### config.mk
export PLATFORM = sky130hd
export DESIGN_NAME = tmu2_fifo
export DESIGN_NICKNAME = d
export VERILOG_FILES = /design/src/rtl/tmu2_fifo.sv
export SDC_FILE = /design/constraint.sdc
export NUM_CORES = 1
export LEC_CHECK = 0
export BUFFER_PORTS_ARGS = -buffer_cell sky130_fd_sc_hd__buf_2
export CAP_MARGIN = 20
export CORE_MARGIN = 4
export CORE_UTILIZATION = 55
export DETAILED_ROUTE_END_ITERATION = 12
export PLACE_DENSITY = 0.74
export SYNTH_ARGS = -nofsm -noshare
export SYNTH_HDL_FRONTEND = slang
export SYNTH_SLANG_ARGS = --single-unit
### constraint.sdc
create_clock -name sys_clk -period 3.99 [get_ports sys_clk]
set_input_delay 0.1995 -clock sys_clk [delete_from_list [all_inputs] [get_ports sys_clk]]
set_output_delay 0.1995 -clock sys_clk [all_outputs]
set_load 0.01 [all_outputs]
### src/rtl/tmu2_fifo.sv
// tmu2_fifo: stb/ack pipeline buffer, 2^depth-word RAM plus a registered output stage.
// Optional max_level watermark output when TMU2_FIFO_WATERMARK_EN is defined.
module tmu2_fifo #(
   parameter int width        = 8,
   parameter int depth        = 2,
   parameter int afull_margin = 1
) (
   input  logic             sys_clk,
   input  logic             sys_rst_n,
   input  logic             flush,
   output logic             busy,
   output logic [depth:0]   level,
   output logic             almost_full,
   input  logic             pipe_stb_i,
   output logic             pipe_ack_o,
   input  logic [width-1:0] dat_i,
   output logic             pipe_stb_o,
   input  logic             pipe_ack_i,
   output logic [width-1:0] dat_o
`ifdef TMU2_FIFO_WATERMARK_EN
   ,
   output logic [depth:0]   max_level
`endif
);

   localparam int RAM_WORDS = 1 << depth;
   localparam int CAP       = RAM_WORDS + 1;
   localparam logic [depth:0] RAM_FULL = (depth+1)'(RAM_WORDS);
   localparam logic [depth:0] AF_TH    = (depth+1)'(CAP - afull_margin);

   logic [width-1:0] storage [RAM_WORDS];
   logic [depth-1:0] produce;
   logic [depth-1:0] consume;
   logic [depth:0]   ram_count;
   logic             out_valid;
   logic             inc;
   logic             dec;
   logic             load;
   logic [depth:0]   level_nxt;

   assign pipe_ack_o  = (ram_count != RAM_FULL) & ~flush;
   assign pipe_stb_o  = out_valid;
   assign inc         = pipe_stb_i & pipe_ack_o;
   assign dec         = out_valid & pipe_ack_i;
   // flush suppresses the load so the output stage empties at the flush edge
   assign load        = (ram_count != '0) & (~out_valid | pipe_ack_i) & ~flush;
   assign busy        = (level != '0);
   assign almost_full = (level >= AF_TH);

   always_comb begin
      level_nxt = level;
      if (flush)
         level_nxt = '0;
      else if (inc & ~dec)
         level_nxt = level + 1'b1;
      else if (dec & ~inc)
         level_nxt = level - 1'b1;
   end

   always_ff @(posedge sys_clk) begin
      if (inc)
         storage[produce] <= dat_i;
   end

   always_ff @(posedge sys_clk or negedge sys_rst_n) begin
      if (!sys_rst_n) begin
         produce   <= '0;
         consume   <= '0;
         ram_count <= '0;
         out_valid <= 1'b0;
         level     <= '0;
         dat_o     <= '0;
      end else begin
         level <= level_nxt;
         if (flush) begin
            produce   <= '0;
            consume   <= '0;
            ram_count <= '0;
            out_valid <= 1'b0;
         end else begin
            if (inc)
               produce <= produce + 1'b1;
            if (load) begin
               dat_o     <= storage[consume];
               consume   <= consume + 1'b1;
               out_valid <= 1'b1;
            end else if (dec) begin
               out_valid <= 1'b0;
            end
            if (inc & ~load)
               ram_count <= ram_count + 1'b1;
            else if (load & ~inc)
               ram_count <= ram_count - 1'b1;
         end
      end
   end

`ifdef TMU2_FIFO_WATERMARK_EN
   always_ff @(posedge sys_clk or negedge sys_rst_n) begin
      if (!sys_rst_n)
         max_level <= '0;
      else if (flush)
         max_level <= '0;
      else if (level_nxt > max_level)
         max_level <= level_nxt;
   end
`endif

endmodule
-- Word level (Yosys, flattened, before mapping)
Memories as Yosys holds them, arrays and structs flattened. A register that Yosys moved wholly into a read port is not among the register bits.
Index checks and enable logic that the tools add are counted.
Widths: inputs -> output; s select.
- shifts and indexed selects: 0
- bitwise gates (word level): 15
- muxes and demuxes: 15
- magnitude comparators: 1
- $add $sub $neg: 6
- divide/modulo/power cells: 0
- equality and inequality tests: 1
- multipliers: 0
- reduce and logical (&&, ||, !) cells: 9
- operators with widths (kind ; number):
    $mux 3 ; 6
    $reduce_bool 3->1 ; 5
    $and 1x1->1 ; 9
    $mux 2 ; 4
    $add 3x1->3 const B ; 2
    $sub 3x1->3 const B ; 2
    $mux 1 ; 5
    $not 1->1 ; 5
    $add 2x1->2 const B ; 2
    $reduce_bool 2->1 ; 2
    $ge 3x3->1 const B ; 1
    $ne 3x3->1 const B ; 1
    $reduce_and 2->1 ; 1
    $logic_not 1->1 ; 1
    $or 1x1->1 ; 1
- memories: 1
- bits in latches: 0
- logic and storage cells: 53
- flip-flop bits (word level): 11
- input bits: 13
- memory bits (writable): 32
- memory bits (read-only): 0
- memories (memory ; depth ; bits a word ; read ports ; clocked after Yosys merged registers in ; wr ports ; line ; RTL):
    storage ; 4 ; 8 ; 1 ; 1 ; 1 ; 31 ; logic [width-1:0] storage [RAM_WORDS];

-- Depth between registers and ports, before layout
- depth in word-level cells: 8
- gate-level depth with buffers: 9

-- Least setup slack after synthesis
OpenSTA, ideal clock, no wires.
- path kind: flip-flop to flip-flop
- start: register ram_count[1]
- end: register level[2]
- buffers on the path: 1
- path slack: 1799 ps
- arrival time: 2066 ps
- data required time: 3865 ps
- cell stages (with the launch flop): 9
- path through: dfrtp_1 or3b_1 buf_2 nand2_8 a21oi_1 fa_1 and3_1 mux2i_1 mux2_2
- cells in the longest elaborated chain, start to end: 6
- elaborated cells on any way between the ends: 9
- those cells by class: eq/ne (1); mux (2); bitwise (5); reduce/logical (1)
- RTL lines (item ; line ; RTL):
    start, declared ; 34 ; logic [depth:0] ram_count;
    start signal, assigned ; 91 ; ram_count <= ram_count + 1'b1;
    start signal, assigned ; 93 ; ram_count <= ram_count - 1'b1;
    $ne 3x3->1 (*) ; 41 ; assign pipe_ack_o = (ram_count != RAM_FULL) & ~flush;
    $and 1x1->1 (*) ; 41 ;
    $and 1x1->1 (*) ; 43 ; assign inc = pipe_stb_i & pipe_ack_o;
    $and 1x1->1 / $not 1->1 (equally long branches) ; 54, 56 ;
    $mux 3 / $and 1x1->1 (equally long branches) ; 54, 56 ;
    $mux 3 / $reduce_bool 3->1 (equally long branches) ; - ;
    end signal, assigned ; 74 ; level <= level_nxt;
    end, declared ; 12 ; output logic [depth:0] level,
Mark *: on every way between the ends. The rest lies on a longest branch, timed or not.
A chain may end at the register's enable or synchronous reset.

-- Final worst setup path
- start: register ram_count[1]
- end: register ram_count[2]
- cells in the longest elaborated chain, start to end: 7
- elaborated cells on any way between the ends: 16
- those cells by class: add/sub (2); eq/ne (1); mux (3); bitwise (8); reduce/logical (2)
- RTL lines (item ; line ; RTL):
    $reduce_bool 3->1 ; 46 ; assign load = (ram_count != '0) & (~out_valid | pipe_ack_i) & ~flush;
    $and 1x1->1 (2 in series) ; 46 ;
    $not 1->1 ; 90 ; if (inc & ~load)
    $and 1x1->1 ; 90 ;
    $mux 3 ; 90 ;
    $mux 3 ; 75 ; if (flush) begin
Several ways; a longest one is shown, not always the timed one. The select of a mux whose other input is x is not followed.

==> impl_metrics.py <==
metrics = {
    "routing": {
        "drc": 0,
        "dr.pass1.iters": 4,
        "vias_per_cell": 5.518,
        "wl_per_cell_um": 17.35,
        "drt_iter0_markers": 59,
        "vias": 1247,
        "routed_wl_um": 3922,
        "postRouteAntennaNets": 0,
    },
    "global_route": {
        "grt_pass1_wl_um": 6341,
        "grt_overflow": 0,
        "grt.total_usage": 0.1644,
        "grt_max_degree": 20,
        "grt_pass1_vias": 1308,
        "grt_antenna_before_repair": 0,
    },
    "yosys": {
        "syn_area_sq_mm": 0.002283,
        "synth_edf_count": 32,
        "syn_inst": 147,
        "avgSynthCellArea_sq_um": 15.53,
        "netlist.area_leader.share": 0.4208,
        "synth_area_leaders": "edfxtp_1 42%, dfrtp_1 21%, mux4_2 7.9%, mux2_2 4.9%, nor2_1 2.3%",
        "yosys_most_used_dff": "edfxtp_1",
        "ys_ff_latch": 51,
        "synthesis.nets": 166,
        "synth_top_cell_by_area": "edfxtp_1",
        "synth_cell_types": 38,
        "async_flop_share": 0.3725,
        "ys_seq_area_frac": 0.6290,
        "yosysWarnings": 0,
    },
    "clocking": {
        "cts.clk_slew.worst_paths_ns": 0.10,
        "cts_setup_buffers": 0,
        "cts_tree": "yes",
        "cts.root.buffer_cell": "clkbuf_8",
        "cts.sinks": 51,
        "htree_levels": 2,
        "cts_made_buffers": 5,
        "clk-insertion-delay-late_ns": 0.31,
        "clockBufferDepth": 2,
    },
    "sta": {
        "rsz0062_at_grt": "false",
        "fin_skew_ns": 0.01074,
        "clock.fmax_ghz": 0.4187,
        "tns_ns": 0,
        "relSlewSlack": 0.6026,
        "slew_violations": 0,
        "final_hold_viol_count": 0,
        "worst_pin_slew_ns": 0.5961,
        "period_share": 0.5986,
        "min_period_ns": 2.389,
        "setup_viol": 0,
    },
    "pwr": {
        "leakage_nw": 0.9981,
        "vdd_drop_max_uv": 322.2,
        "powerDensity_mw_per_mm2": 648.2,
    },
    "critical_path": {
        "cp.depth": 7,
        "r2r-end": "ram_count[2]",
        "crit_chain": "or3b_1 > nand2_8 > nor2_1 > fa_1 > a2111oi_4 > a311oi_1 > o32ai_1",
        "rr_startpoint": "ram_count[1]",
        "critPathKind": "reg2reg",
        "crit_slowest_cell": "or3b_1",
        "slowest_delay_ns": 0.57,
        "crit_fanout": 7,
        "reg2regPathDepth": 7,
        "endpoint_kind": "register",
        "cp.buffers_inverters": 0,
        "cpLargestDelayFamily": "simple AND/OR/NAND/NOR gates",
        "worstPathRequired_ns": 4.20,
        "start_kind": "register",
        "rrSetupSlack_ns": 1.60,
        "cp.arrival_ns": 2.60,
    },
    "worst_hold_path": {
        "whs_path_depth": 1,
        "min_path_type": "in2reg",
        "hold_end": "storage[2][7]",
        "hold_start": "dat_i[7]",
    },
    "cells_and_area": {
        "nets": 194,
        "diodes": 0,
        "drive_gt1_frac": 0.3295,
        "final_area_sq_mm": 0.002536,
        "area_growth_pct": 11.07,
    },
    "die": {
        "coreArea_sq_mm": 0.004000,
        "die_x_um": 72.44,
        "die_area_sq_mm": 0.005247,
        "ioPinCount": 28,
        "rows": 23,
        "dieHeight_um": 72.44,
        "initial_utilization": 0.5708,
    },
    "placement": {
        "io_buffers": 27,
        "dpl_cell_area_sq_mm": 0.002437,
        "place_congestion": 0.7953,
        "dpl.hpwl_um": 2773,
    },
    "status": {
        "status": "finished, final reports clean",
    },
    "job": {
        "maxCapViolCount": 0,
    },
}
[registers in the layout, summed over array words and instances, names as in the netlist]
signal and flops:
consume 2, dat_o 8, level 3, pipe_stb_o 1
produce 2, ram_count 3, storage 32
[synth_stat cells (4+ instances only)]
| cell | number |
|---|---|
| inv_1 | 8 |
| a21oi_1 | 4 |
| dfrtp_1 | 19 |
| and3_1 | 5 |
| mux2_2 | 10 |
| edfxtp_1 | 32 |
| xnor2_1 | 4 |
| nor2_1 | 14 |
| nand2_1 | 4 |
| mux4_2 | 8 |
| ha_1 | 4 |
[cell usage in the layout (no fill, tap or decap), drive strengths merged]
cell type     n
nor2b         2
inv           8
o32ai         1
a311oi        1
or3           2
and2          1
fa            2
xnor2         4
nor3b         1
xor2          1
or2b          2
or3b          1
o21ai         1
mux4          8
ha            4
dlygate4sd3   1
mux2         12
a22oi         1
clkbuf        5
nor2         15
dfrtp        19
clkinvlp      1
a211oi        1
nand3         2
buf          27
o221a         1
a2111oi       1
and2b         1
a21oi         4
nand2         6
mux2i         1
and3          5
edfxtp       32
clkinv        2
[metal layers]
metal / global-route usage / vias up / wire, um
met1: 0.2045 / 635 / 1689
met3: 0.04155 / 6 / 117
met2: 0.2750 / 17 / 2037
met5: 0 / - / 0
li1: - / 589 / -
met4: 0.06762 / 0 / 77
[worst max path at each step]
stage                     slack (ns)          from           end
after detailed placement        1.62  ram_count[1]  ram_count[2]
after floorplan                 1.80  ram_count[1]      level[2]
after global placement          1.68  ram_count[0]  ram_count[1]
after global routing            1.45  ram_count[1]  ram_count[2]
after CTS                       1.60  ram_count[1]  ram_count[2]
final                           1.60  ram_count[1]  ram_count[2]
[cells by family (layout without fill, tap and decap cells)]
logic type / count (synthesis) / in the layout / synth area share
flops: 51 / 51 / 0.6290
simple gates: 38 / 38 / 0.09534
mux: 21 / 21 / 0.1425
buf+inv: 15 / 44 / 0.03232
compound gates: 11 / 11 / 0.04220
fa+ha+maj: 6 / 6 / 0.03945
xor+xnor: 5 / 5 / 0.01918
[layout make-up]
| type | instances | area [sq um] |
|---|---|---|
| inverter | 8 | 30.03 |
| clock buffer | 5 | 68.82 |
| multi-input combinational | 81 | 773.2 |
| clock inverter | 3 | 20.02 |
| fill | 290 | 1464 |
| tap | 50 | 62.56 |
| timing repair buffer | 28 | 145.1 |
| sequential | 51 | 1436 |
[power breakdown]
part | internal, mW | total, mW | switching (mW)
clock | 0.123 | 0.294 | 0.172
sequential | 0.667 | 0.764 | 0.0963
combinational | 0.298 | 0.586 | 0.288
[timing repair]
action	CTS	global route
hold buffers	1	0
endpoints found under the hold margin	19	0
gates resized for setup	0	0
[metrics by stage]
step           std cells    util  hold WS, ns  setup slack (ns)  power, mW
4_1_cts              226  0.6340      0.09387             1.596      1.664
6_report             226  0.6340       0.1036             1.601      1.644
3_5_place_dp         217  0.6093       0.1856             1.623      1.367
2_1_floorplan        147       -     -0.09609             1.799      1.214
3_3_place_gp         217  0.6093       0.1792             1.684      1.338
5_1_grt              226  0.6340       0.1007             1.451      1.750
Power figures use the tool's default switching activity.
